## config.mk

```make
export PLATFORM = sky130hd
export DESIGN_NAME = writeback_unit_flat
export DESIGN_NICKNAME = d
export VERILOG_FILES = /design/src/rtl/writeback_unit_if.sv /design/src/rtl/writeback_unit.sv /design/src/flat_wrapper.sv
export SDC_FILE = /design/constraint.sdc
export NUM_CORES = 1
export LEC_CHECK = 0
export CORE_MARGIN = 5
export CORE_UTILIZATION = 40
export DETAILED_ROUTE_END_ITERATION = 6
export SLEW_MARGIN = 0
export SYNTH_ARGS = -nofsm -noshare
export SYNTH_HDL_FRONTEND = slang
export SYNTH_SLANG_ARGS = --single-unit
```

## constraint.sdc

```tcl
create_clock -name clk -period 3.1 [get_ports clk]
set_clock_uncertainty 0.2 [all_clocks]
set_input_delay 0.465 -clock clk [delete_from_list [all_inputs] [get_ports clk]]
set_output_delay 0.465 -clock clk [all_outputs]
set_load 0.02 [all_outputs]
```

## src/rtl/writeback_unit_if.sv

```systemverilog
// Bundle of the writeback unit's result, issue and register-file write signals.
// The master side is the pipeline: it drives the ALU, LSU and issue sources.
// The slave side is the writeback unit.
//
// LSU handshake: lsu_valid is asserted by the producer while lsu_dest/lsu_data
// are stable. lsu_ready is asserted by the writeback unit when it can take a
// result. A transfer happens on every rising clk edge where both are high.
// After lsu_valid rises, the producer keeps it high until that transfer.
// lsu_ready depends only on the current buffer occupancy and never on lsu_valid.
interface writeback_unit_if #(
    parameter int DATA_W     = 32,
    parameter int REG_ADDR_W = 5,
    parameter int FIFO_DEPTH = 4
);
    localparam int CNT_W = $clog2(FIFO_DEPTH) + 1;

    logic                  alu_valid;
    logic [REG_ADDR_W-1:0] alu_dest;
    logic [DATA_W-1:0]     alu_data;
    logic                  lsu_valid;
    logic                  lsu_ready;
    logic [REG_ADDR_W-1:0] lsu_dest;
    logic [DATA_W-1:0]     lsu_data;
    logic                  issue_valid;
    logic [REG_ADDR_W-1:0] issue_dest;
    logic [31:0]           busy_mask;
    logic [CNT_W-1:0]      fifo_count;
    logic                  reg_write;
    logic [REG_ADDR_W-1:0] write_reg;
    logic [DATA_W-1:0]     write_data;

    modport master (
        output alu_valid, alu_dest, alu_data,
        output lsu_valid, lsu_dest, lsu_data,
        output issue_valid, issue_dest,
        input  lsu_ready, busy_mask, fifo_count,
        input  reg_write, write_reg, write_data
    );

    modport slave (
        input  alu_valid, alu_dest, alu_data,
        input  lsu_valid, lsu_dest, lsu_data,
        input  issue_valid, issue_dest,
        output lsu_ready, busy_mask, fifo_count,
        output reg_write, write_reg, write_data
    );
endinterface

```

## src/rtl/writeback_unit.sv

```systemverilog
// Writeback unit: arbitrates the single register-file write port.
// ALU results have the highest priority. Long-latency LSU results are queued
// in a small FIFO and drain in arrival order whenever the ALU leaves the slot
// free. A busy scoreboard tracks registers that still wait for an LSU write.
module writeback_unit #(
    parameter int DATA_W     = 32,
    parameter int REG_ADDR_W = 5,
    parameter int FIFO_DEPTH = 4
) (
    input  logic              clk,
    input  logic              reset,
    writeback_unit_if.slave   bus
);
    localparam int PTR_W = $clog2(FIFO_DEPTH);
    localparam int CNT_W = $clog2(FIFO_DEPTH) + 1;

    // FIFO storage and control
    logic [REG_ADDR_W-1:0] r_mem_dest [FIFO_DEPTH];
    logic [DATA_W-1:0]     r_mem_data [FIFO_DEPTH];
    logic [PTR_W-1:0]      r_wr_ptr;
    logic [PTR_W-1:0]      r_rd_ptr;
    logic [CNT_W-1:0]      r_count;

    // Scoreboard and registered write port
    logic [31:0]           r_busy;
    logic                  r_reg_write;
    logic [REG_ADDR_W-1:0] r_write_reg;
    logic [DATA_W-1:0]     r_write_data;

    logic                  w_alu_take;
    logic                  w_fifo_empty;
    logic                  w_fifo_full;
    logic                  w_push;
    logic                  w_pop;
    logic [REG_ADDR_W-1:0] w_head_dest;
    logic [DATA_W-1:0]     w_head_data;
    logic                  w_head_write;
    logic [31:0]           w_busy_next;

    // An ALU result aimed at register 0 does not claim the write slot.
    assign w_alu_take   = bus.alu_valid && (bus.alu_dest != '0);
    assign w_fifo_empty = (r_count == '0);
    assign w_fifo_full  = (r_count == CNT_W'(FIFO_DEPTH));
    // Acceptance uses the current occupancy only, so a pop in this cycle
    // does not free a slot until the next cycle.
    assign w_push       = bus.lsu_valid && !w_fifo_full;
    assign w_pop        = !w_fifo_empty && !w_alu_take;
    assign w_head_dest  = r_mem_dest[r_rd_ptr];
    assign w_head_data  = r_mem_data[r_rd_ptr];
    // A popped head that targets register 0 is dropped and does not write.
    assign w_head_write = w_pop && (w_head_dest != '0);

    // Next scoreboard value: the pop clears first, then the issue sets, so a set wins.
    always_comb begin
        w_busy_next = r_busy;
        if (w_head_write) begin
            w_busy_next[w_head_dest] = 1'b0;
        end
        if (bus.issue_valid && (bus.issue_dest != '0)) begin
            w_busy_next[bus.issue_dest] = 1'b1;
        end
        w_busy_next[0] = 1'b0;
    end

    // FIFO entry storage. There is no reset here because the pointers define which entries are valid.
    always_ff @(posedge clk) begin
        if (w_push) begin
            r_mem_dest[r_wr_ptr] <= bus.lsu_dest;
            r_mem_data[r_wr_ptr] <= bus.lsu_data;
        end
    end

    // FIFO pointers and occupancy. The pointers wrap naturally because the depth is a power of two.
    always_ff @(posedge clk) begin
        if (reset) begin
            r_wr_ptr <= '0;
            r_rd_ptr <= '0;
            r_count  <= '0;
        end else begin
            if (w_push) begin
                r_wr_ptr <= r_wr_ptr + PTR_W'(1);
            end
            if (w_pop) begin
                r_rd_ptr <= r_rd_ptr + PTR_W'(1);
            end
            case ({w_push, w_pop})
                2'b10:   r_count <= r_count + CNT_W'(1);
                2'b01:   r_count <= r_count - CNT_W'(1);
                default: r_count <= r_count;
            endcase
        end
    end

    // Registered write port: the ALU first, then the FIFO head. The address and data are zero when idle.
    always_ff @(posedge clk) begin
        if (reset) begin
            r_reg_write  <= 1'b0;
            r_write_reg  <= '0;
            r_write_data <= '0;
        end else if (w_alu_take) begin
            r_reg_write  <= 1'b1;
            r_write_reg  <= bus.alu_dest;
            r_write_data <= bus.alu_data;
        end else if (w_head_write) begin
            r_reg_write  <= 1'b1;
            r_write_reg  <= w_head_dest;
            r_write_data <= w_head_data;
        end else begin
            r_reg_write  <= 1'b0;
            r_write_reg  <= '0;
            r_write_data <= '0;
        end
    end

    // Scoreboard register
    always_ff @(posedge clk) begin
        if (reset) begin
            r_busy <= '0;
        end else begin
            r_busy <= w_busy_next;
        end
    end

    assign bus.lsu_ready  = !w_fifo_full;
    assign bus.fifo_count = r_count;
    assign bus.busy_mask  = r_busy;
    assign bus.reg_write  = r_reg_write;
    assign bus.write_reg  = r_write_reg;
    assign bus.write_data = r_write_data;

endmodule

```

## src/flat_wrapper.sv

```systemverilog
// flat-port wrapper written by rule: the top's interface ports become plain ports
module writeback_unit_flat 
#(
    parameter int DATA_W     = 32,
    parameter int REG_ADDR_W = 5,
    parameter int FIFO_DEPTH = 4
)
  (clk, reset, bus_alu_valid, bus_alu_dest, bus_alu_data, bus_lsu_valid, bus_lsu_dest, bus_lsu_data, bus_issue_valid, bus_issue_dest, bus_lsu_ready, bus_busy_mask, bus_fifo_count, bus_reg_write, bus_write_reg, bus_write_data);
  writeback_unit_if #(.DATA_W(DATA_W), .REG_ADDR_W(REG_ADDR_W), .FIFO_DEPTH(FIFO_DEPTH)) bus_i ();
  input  logic clk;
  input  logic reset;
  input wire logic [$bits(bus_i.alu_valid)-1:0] bus_alu_valid;
  input wire logic [$bits(bus_i.alu_dest)-1:0] bus_alu_dest;
  input wire logic [$bits(bus_i.alu_data)-1:0] bus_alu_data;
  input wire logic [$bits(bus_i.lsu_valid)-1:0] bus_lsu_valid;
  input wire logic [$bits(bus_i.lsu_dest)-1:0] bus_lsu_dest;
  input wire logic [$bits(bus_i.lsu_data)-1:0] bus_lsu_data;
  input wire logic [$bits(bus_i.issue_valid)-1:0] bus_issue_valid;
  input wire logic [$bits(bus_i.issue_dest)-1:0] bus_issue_dest;
  output wire logic [$bits(bus_i.lsu_ready)-1:0] bus_lsu_ready;
  output wire logic [$bits(bus_i.busy_mask)-1:0] bus_busy_mask;
  output wire logic [$bits(bus_i.fifo_count)-1:0] bus_fifo_count;
  output wire logic [$bits(bus_i.reg_write)-1:0] bus_reg_write;
  output wire logic [$bits(bus_i.write_reg)-1:0] bus_write_reg;
  output wire logic [$bits(bus_i.write_data)-1:0] bus_write_data;
  assign bus_i.alu_valid = bus_alu_valid;
  assign bus_i.alu_dest = bus_alu_dest;
  assign bus_i.alu_data = bus_alu_data;
  assign bus_i.lsu_valid = bus_lsu_valid;
  assign bus_i.lsu_dest = bus_lsu_dest;
  assign bus_i.lsu_data = bus_lsu_data;
  assign bus_i.issue_valid = bus_issue_valid;
  assign bus_i.issue_dest = bus_issue_dest;
  assign bus_lsu_ready = bus_i.lsu_ready;
  assign bus_busy_mask = bus_i.busy_mask;
  assign bus_fifo_count = bus_i.fifo_count;
  assign bus_reg_write = bus_i.reg_write;
  assign bus_write_reg = bus_i.write_reg;
  assign bus_write_data = bus_i.write_data;
  writeback_unit #(.DATA_W(DATA_W), .REG_ADDR_W(REG_ADDR_W), .FIFO_DEPTH(FIFO_DEPTH)) u_core (.clk(clk), .reset(reset), .bus(bus_i));
endmodule
```

# Yosys cells after proc, flatten, opt, wreduce, memory -nomap -nowiden
# Memory sizes are Yosys's and may differ from the RTL's. A register that Yosys moved wholly into a read port is not among the register bits.
# Index checks and enable logic that the tools add are counted.
[totals]
regBits = 77
latch_bits = 0
ramBits = 148
rom_bits = 0
inputBits = 84
output_inout_bits = 74
wordCells = 58
memories = 2
[memory_table]
columns = ["memory", "depth", "width", "read_ports", "rd_ports_with_merged_regs", "wr", "line", "rtl"]
rows = [
  ["u_core.r_mem_data", 4, 32, 1, 1, 1, "writeback_unit.sv:19", "logic [DATA_W-1:0] r_mem_data [FIFO_DEPTH];"],
  ["u_core.r_mem_dest", 4, 5, 1, 1, 1, "writeback_unit.sv:18", "logic [REG_ADDR_W-1:0] r_mem_dest [FIFO_DEPTH];"],
]
[classes]
add_sub_neg = 4
mul = 0
n_div = 0
order_cmp = 4
n_eq_ne = 3
shift = 0
mux = 19
bitwise_logic = 3
reduce_logical = 15
[ops]
columns = ["op", "n"]
rows = [
  ["$mux W32", 4],
  ["$and A32 B32 Y32", 1],
  ["$not A32 Y32", 1],
  ["$or A32 B32 Y32", 1],
  ["$reduce_bool A5 Y1", 3],
  ["$lt A5 B6 Y1 const B", 2],
  ["$demux W1 S5", 2],
  ["$ge A5 B1 Y1 const B", 2],
  ["$mux W5", 2],
  ["$mux W2", 4],
  ["$logic_and A1 B1 Y1", 7],
  ["$mux W1", 6],
  ["$pmux W3 S2", 1],
  ["$add A2 B1 Y2 const B", 2],
  ["$add A3 B1 Y3 const B", 1],
  ["$eq A3 B3 Y1 const B", 1],
  ["$logic_not A1 Y1", 3],
  ["$logic_not A3 Y1", 1],
  ["$sub A3 B1 Y3 const B", 1],
  ["$eq A2 B1 Y1 const B", 1],
  ["$eq A2 B2 Y1 const B", 1],
  ["$reduce_bool A2 Y1", 1],
]

# Depth between registers and ports, before layout
# Gate-level depths: netlist (run 1).
[depth]
word_depth = 9
mapped_depth = 10
depth_no_buf = 8

# Least setup slack after synthesis (run 1)
# No wires, ideal clock.
[synth_path]
kind = "input to register"
startpoint = "input bus_alu_dest[0]"
endpoint = "register u_core.r_count[2] (netlist: u_core.bus.fifo_count[2])"
setup_ps = 70
arrival_ps = 2503
t_required_ps = 2830
setup_slack_ps = 327
path_stages = 10
path_buffers = 2
path_cell_list = "or4_1 -> o21a_1 -> clkbuf_1 -> clkbuf_1 -> nor2_1 -> ha_1 -> fa_1 -> xnor2_1 -> or3_1 -> a21oi_1"
[synth_via]
elab_chain_cells = 6
elab_cells_between_ends = 8
classes_between = "2 x eq/ne; 1 x mux; 5 x reduce/logical"
[synth_rtl]
columns = ["item", "line", "rtl"]
rows = [
  ["start, declared", "flat_wrapper.sv:13", "input wire logic [$bits(bus_i.alu_dest)-1:0] bus_alu_dest;"],
  ["$reduce_bool A5 Y1 (*)", "writeback_unit.sv:41", "assign w_alu_take = bus.alu_valid && (bus.alu_dest != '0);"],
  ["$logic_and A1 B1 Y1 (*)", "writeback_unit.sv:41", ""],
  ["$logic_not A1 Y1 (*)", "writeback_unit.sv:47", "assign w_pop = !w_fifo_empty && !w_alu_take;"],
  ["$logic_and A1 B1 Y1 (*)", "writeback_unit.sv:47", ""],
  ["named net u_core.w_pop", "writeback_unit.sv:34", "logic w_pop;"],
  ["$eq A2 B1 Y1 / $eq A2 B2 Y1 (equally long branches)", "writeback_unit.sv:86", "case ({w_push, w_pop})"],
  ["$pmux W3 S2 / $reduce_bool A2 Y1 (equally long branches)", "n/a", ""],
  ["end signal, assigned", "writeback_unit.sv:87", "2'b10: r_count <= r_count + CNT_W'(1);"],
  ["end signal, assigned", "writeback_unit.sv:88", "2'b01: r_count <= r_count - CNT_W'(1);"],
  ["end signal, assigned", "writeback_unit.sv:89", "default: r_count <= r_count;"],
  ["end, declared", "writeback_unit.sv:22", "logic [CNT_W-1:0] r_count;"],
]
# Mark *: on every way through the listed nets, which the timed path passes. The rest lies on a longest branch.
# A chain may end at the register's enable or synchronous reset.

==> results.md, run 1 <==
* Routability congestion estimate at about 0.85
* Post-synthesis register bit count at about 230
* Number of global-route vias before repair at between 6k and 7k
* Adder-cell share of the synthesized area at less than 1%
* Filler Cell Count at 1795
* Static leakage power at roughly 3.9 nW
* Initial cell density of the core at 40.3%
* Status: complete, no violations
* Final Slew Violations at 0
* Hold crit path type: in2reg
* Area share of xor/xnor cells in the synthesized design at less than 1%
* Largest net degree at the start of global routing at 43
* Number of gates resized after CTS at 0
* Top-level port count at 158
* CTS Buf Count at 25
* Share of layout cells above drive strength 1 at 14.7%
* Number of max-cap violations at 0
* Remaining global-route overflow at 0
* Kind of end point of the critical path: flip-flop
* Wire length of the first global-routing pass at 33.2 mm
* Clock sink count at 226
* Final total negative setup slack at 0 ns
* Worst-case clock buffer depth at 3
* Count of H-tree levels built during CTS at 1
* DR vias at 5717
* Core area at 21700 sq um
* Critical path start-end classification: reg2reg
* Dominant synthesized flop cell: sky130_fd_sc_hd__edfxtp_1
* Number of hold violations in the final report at 0
* Number of synthesized flops with an enable pin at 148
* Number of iterations in the first detailed-routing pass at 4
* Relative slew slack at 62.3%
* Die extent in x at 158 um
* Clock period minus worst slack at about 2.8 ns
* Hold_buf cts at 0
* Biggest area contributors in the synthesized netlist: sky130_fd_sc_hd__edfxtp_1 (51%), sky130_fd_sc_hd__dfxtp_1 (18%), sky130_fd_sc_hd__mux4_2 (9.5%), sky130_fd_sc_hd__o32ai_1 (4.1%), sky130_fd_sc_hd__nand2_1 (2.5%)
* Top cell type by total area after synthesis: sky130_fd_sc_hd__edfxtp_1
* F_max at 357 MHz
* Clock tree from TritonCTS: built
* Full die area at 24900 sq um
* Least-Margin Pin Slew at 0.565 ns
* Final setup violation count at 0
* Post-CTS Setup Bufs at 0
* Tcrit/Tclk final at 90.3%
* Power Density at 740 nW/um^2
* Maximum fanout count along the critical path at 19
* Net count of the finished layout at 842
* Initial antenna violation count at 1
* Worst skew pair latency at around 0.53 ns
* Count of antenna-violating nets left after detailed routing at 0
* Critical Path RT at ~3.3 ns
* Critical path startpoint category: flip-flop
* Synth Instances at roughly 590
* Synth Warn # at 0
* Syn_area_per_cell at 14.9 sq um
* Number of flip-flops under the largest register name at 128
* Starting DRC count in detailed routing at 284
* Highest ir drop seen on vdd at ~0.00041 V
* Via-to-Cell Ratio at 5.44
* Post-synthesis mux area share at 9.66%
* Tot GR Track Use at 17.0%
* Signed area change from the synthesized netlist to the final layout at 32.1%
* Diode count at 0
* Library cells used by synthesis at between 50 and 60
* Share of flip-flops with an asynchronous set or reset after synthesis at 0%
* Synth cell count leaders: sky130_fd_sc_hd__edfxtp_1 (148), sky130_fd_sc_hd__dfxtp_1 (78), sky130_fd_sc_hd__nand2_1 (57), sky130_fd_sc_hd__inv_1 (46), sky130_fd_sc_hd__o32ai_1 (41)
* Arrival @ worst endpoint at 2.98 ns
* Basic-gate share of the synthesized area counting and, or, nand and nor cells at 7.24%
* Area share of the largest cell type after synthesis at 50.9%
* Final Routed Wirelength at 21.3 mm
* Clock-pin slew on the worst setup and hold paths at 0.06 ns
* Largest family of logic cells by synthesized area: multiplexers
* Top-count cell post-synth: sky130_fd_sc_hd__edfxtp_1
* Post-synthesis sequential area ratio at between 60% and 70%
* Row count at 54
* Mapped cell area at between 8000 and 9000 sq um
* Largest reg by FF count: u_core.r_mem_data
* DPL Wire Length at 14.1 mm
* Root Buffer Master: sky130_fd_sc_hd__clkbuf_16
* Count of buffers from port buffering at 156
* Unrepaired setup endpoints after global routing: false
* Total Power at 8.54 mW
* Post-detailed-route DRC marker count at 0
* Height of the die at 158 um
* Number of nets in the synthesized netlist at 675
* Compound-cell area share of the yosys netlist at 8.97%
* Post-DR wirelength/cell at approximately 20 um
cell usage in the layout, fill, tap and decap left out, types with 6 or more instances in the layout:
master and count:
sky130_fd_sc_hd__a21oi_1 22, sky130_fd_sc_hd__a311oi_1 6, sky130_fd_sc_hd__buf_4 18, sky130_fd_sc_hd__clkbuf_1 8
sky130_fd_sc_hd__clkbuf_16 27, sky130_fd_sc_hd__clkdlybuf4s50_1 155, sky130_fd_sc_hd__dfxtp_1 76, sky130_fd_sc_hd__edfxtp_1 148
sky130_fd_sc_hd__inv_1 46, sky130_fd_sc_hd__mux4_2 37, sky130_fd_sc_hd__nand2_1 57, sky130_fd_sc_hd__nor2_1 15
sky130_fd_sc_hd__nor4_1 8, sky130_fd_sc_hd__o32ai_1 41, sky130_fd_sc_hd__o41ai_1 11
cells by family (layout without fill, tap and decap cells):
family | count (synthesis) | after routing
AOI/OAI and AO/OA | 101 | 101
xor gates and xnor gates | 3 | 3
adders and majority gates | 6 | 6
buffers and inverters | 85 | 271
DFF | 226 | 226
muxes | 38 | 38
other | 1 | 1
and+or+nand+nor | 125 | 125
per-stage QoR:
step                area, sq um  cells  setup WS, ns  utilization, %  hold WS, ns
floorplan                  8730    585         0.327               -        0.253
finish                    11500   1051         0.299            53.2        0.251
CTS                       11500   1051         0.245            53.2        0.209
global route              11500   1051         0.137            53.2        0.273
detailed placement        10700   1005        0.0613            49.4        0.269
global placement          10700   1005        0.0667            49.4        0.257
worst max-delay path, stage by stage (launching register included):
cell	delay (ns)
sky130_fd_sc_hd__dfxtp_2	0.59
sky130_fd_sc_hd__mux4_2	0.71
sky130_fd_sc_hd__or3_4	0.48
sky130_fd_sc_hd__o211ai_4	0.22
sky130_fd_sc_hd__buf_4	0.30
sky130_fd_sc_hd__o32ai_1	0.16
power breakdown:
| group | internal [mW] | total (mW) | switching [mW] |
|---|---|---|---|
| clock | 1.69 | 2.86 | 1.18 |
| sequential | 3.56 | 3.71 | 0.152 |
| combinational | 0.890 | 1.96 | 1.07 |
| total | 6.14 | 8.54 | 2.40 |
final cells by class:
class                      count  area [sq um]  area share [%]
inverter                      46           173            1.50
clock buffer                  38           747            6.48
sequential                   226          6010            52.1
tap                          280           350            3.04
clock inverter                 8          73.8           0.640
timing repair buffer         179          1790            15.5
multi-input combinational    274          2390            20.7
layer usage:
layer	routed length (um)	global-route usage (%)	share of wire, %
met4	356	4.10	1.7
met3	1760	4.21	8.3
met1	8870	22.2	42
met2	10300	28.7	48
met5	11	0	0.052
worst paths after layout:
kind / cells past startpoint / endpoint / slack (ns) / startpoint
setup / recovery: 5 / u_core.bus.write_data[13] / 0.30 / flip-flop
hold / removal: 3 / u_core.bus.busy_mask[4] / 0.25 / reset
hold reg to reg: 2 / u_core.bus.busy_mask[31] / 0.27 / u_core.bus.busy_mask[31]
setup reg to reg: 5 / u_core.bus.write_data[13] / 0.30 / flip-flop
No activity file was read; power rests on OpenSTA's default activity.
==> run 2: changes to the inputs <==
==> constraint.sdc (replaced) <==
create_clock -name clk -period 2.7 [get_ports clk]
set_clock_uncertainty 0.2 [all_clocks]
set_input_delay 0.405 -clock clk [delete_from_list [all_inputs] [get_ports clk]]
set_output_delay 0.405 -clock clk [all_outputs]
set_load 0.02 [all_outputs]
==> results.md, run 2 (synthesized netlist as in run 1, its figures left out) <==
* Total Power at 9.91 mW (+16%)
* Highest ir drop seen on vdd at 0.000553 V (+35%)
* Least-Margin Pin Slew at 0.793 ns (+0.229 ns)
* Signed area change from the synthesized netlist to the final layout at 32.9%
* Worst skew pair latency at 0.51 ns (-0.02 ns)
* Largest reg by FF count: u_core.r_mem_data
* Unrepaired setup endpoints after global routing: false
* Maximum fanout count along the critical path at 2 (-17)
* Tcrit/Tclk final at 94.2%
* Met2 GRT Util at 27.9% (-0.77 points)
* Wire length of the first global-routing pass at 33.1 mm (-0.19%)
* Most frequent cells in the layout: sky130_fd_sc_hd__clkdlybuf4s50_1 (154), sky130_fd_sc_hd__edfxtp_1 (148), sky130_fd_sc_hd__dfxtp_1 (75)
* GR peak layer: met2
* Remaining global-route overflow at 0 (unchanged)
* Clock-pin slew on the worst setup and hold paths at 0.06 ns (about the same)
* Met1 GRT Util at 22.9% (+0.71 points)
* CP Buf/Inv Count at 1 (unchanged)
* Static leakage power at 3.93 nW (+0.98%)
* Kind of end point of the critical path: flip-flop
* Relative slew slack at 47.1% (-15 points)
* Critical path start-end classification: in2reg
* Clock period minus worst slack at 2.54 ns
* Number of iterations in the first detailed-routing pass at 5 (+1)
* Share of layout cells above drive strength 1 at 15.7% (+1.0 points)
* Initial cell density of the core at 40.3% (unchanged)
* Most common library cell in the layout ignoring fill and taps: sky130_fd_sc_hd__clkdlybuf4s50_1
* Diode count at 0 (unchanged)
* Core area at 21700 sq um (unchanged)
* Dpl cells at 1013 (+0.80%)
* Final Instance Count excl. Fillers at 1059 (+0.76%)
* Routability congestion estimate at 0.870 (+2.2%)
* Arrival @ worst endpoint at 2.78 ns (-0.20 ns)
* Top cell family by delay on the critical path: simple AND/OR/NAND/NOR gates
* Clock sink count at 226 (unchanged)
* Critical Path RT at 2.94 ns (-0.34 ns)
* Root Buffer Master: sky130_fd_sc_hd__clkbuf_16
* Post-DR wirelength/cell at 19.9 um (-1.7%)
* Number of flip-flops under the largest register name at 128 (unchanged)
* Net count of the finished layout at 850 (+0.95%)
* DR vias at 5691 (-0.45%)
* Register-to-register setup slack at 0.16 ns (-0.14 ns)
* Worst-case clock buffer depth at 3 (unchanged)
* Final total negative setup slack at 0 ns (unchanged)
* Cell-by-cell trace of the critical path: clkdlybuf4s50_1 > or4_1 > o21a_1 > nor2_1 > ha_1 > fa_1 > xnor2_1 > or3_1 > a21oi_1
* Row count at 54 (unchanged)
* Starting DRC count in detailed routing at 319 (+12%)
* DPL Wire Length at 13.7 mm (-2.3%)
* Number of global-route vias before repair at 5913 (-1.7%)
* Number of hold violations in the final report at 0 (unchanged)
* Count of antenna-violating nets left after detailed routing at 0 (unchanged)
* Tot GR Track Use at 16.9% (-0.11 points)
* Top-level port count at 158 (unchanged)
* Die extent in x at 158 um (unchanged)
* Clock tree from TritonCTS: built
* CTS Buf Count at 25 (unchanged)
* Count of H-tree levels built during CTS at 1 (unchanged)
* Post-CTS Setup Bufs at 0 (unchanged)
* Filler Cell Count at 1792 (-0.17%)
* Status: complete, no violations
* Maximum cell stage delay along the critical path at 0.61 ns (-0.10 ns)
* F_max at 393 MHz
* Highest-delay cell along the critical path: sky130_fd_sc_hd__or4_1
* Post-detailed-route DRC marker count at 0 (unchanged)
* Critical path startpoint category: primary input
* Util after Layout at 53.5% (+0.31 points)
* Final setup violation count at 0 (unchanged)
* Hold crit path type: in2reg
* Number of max-cap violations at 0 (unchanged)
* Count of buffers from port buffering at 156 (unchanged)
* Height of the die at 158 um (unchanged)
* Largest net degree at the start of global routing at 73 (+70%)
* Power Density at 854 nW/um^2 (+15%)
* Via-to-Cell Ratio at 5.37 (-1.2%)
* Final Slew Violations at 0 (unchanged)
* Full die area at 24900 sq um (unchanged)
* Final Routed Wirelength at 21.1 mm (-0.92%)
* Initial antenna violation count at 0 (-1)
* Met3 global-route usage at 4.05% (-0.16 points)
==> run 2: changes by cell type in the layout (fill, tap and decap cells not counted), moves of 2 or more <==
| cell | change |
|---|---|
| sky130_fd_sc_hd__buf_4 | +7 |
| sky130_fd_sc_hd__bufinv_16 | +3 |
| sky130_fd_sc_hd__clkbuf_1 | -3 |
| sky130_fd_sc_hd__clkinv_1 | +3 |
| sky130_fd_sc_hd__clkinv_2 | +3 |
| sky130_fd_sc_hd__clkbuf_16 | -2 |
| sky130_fd_sc_hd__clkbuf_8 | -2 |
| sky130_fd_sc_hd__clkinv_4 | -2 |
==> run 2: worst paths after layout <==
check | endpoint | start | cells past startpoint
setup / recovery | u_core.bus.fifo_count[2] | bus_alu_dest[0] | 9
hold / removal | u_core.bus.busy_mask[12] | reset | 3
setup reg to reg | u_core.bus.write_data[15] | flip-flop | 5
hold reg to reg | u_core.bus.busy_mask[4] | u_core.bus.busy_mask[4] | 2
==> run 2: metal layers <==
metal	wire (um)	part of all wire [%]	up-vias
met2	10100	48	218
met1	8800	42	2817
met3	1720	8.2	28
li1	-	-	2628
met5	0	0	-
met4	412	2.0	0
==> run 2: timing repair <==
action	CTS	global route
endpoints found under the setup margin	0	1
resized for setup	0	2
hold buffers	0	0
==> run 2: layout make-up <==
type,count,area (sq um),area share (%)
repair buffers,187,1870,16.1
clock buffers,31,658,5.67
flip-flops and latches,226,6010,51.8
multi-input cells,274,2390,20.6
clock inverters,15,153,1.32
inverters,46,173,1.49
well taps,280,350,3.02
==> run 2: metrics by stage <==
step	instance area (sq um)	hold slack (ns)	setup WS, ns
floorplan	8740	0.253	0.0172
global placement	10800	0.257	-0.310
detailed placement	10800	0.265	-0.337
CTS	11600	0.154	0.0259
global route	11600	0.182	0.0182
finish	11600	0.192	0.157
==> run 2: worst reg2reg max path, delay by kind of cell, from the launching register on <==
family / cells / cell delay (ns)
muxes: 1 / 0.65
and+or+nand+nor: 1 / 0.42
AOI/OAI and AO/OA: 2 / 0.37
DFF: 1 / 0.46
buffers and inverters: 1 / 0.29
==> run 2: report_power, final <==
group | leakage [nW] | switching, mW | internal [mW]
Combinational | 1.53 | 1.26 | 1.07
Sequential | 2.00 | 0.143 | 4.09
Clock | 0.400 | 1.33 | 2.01
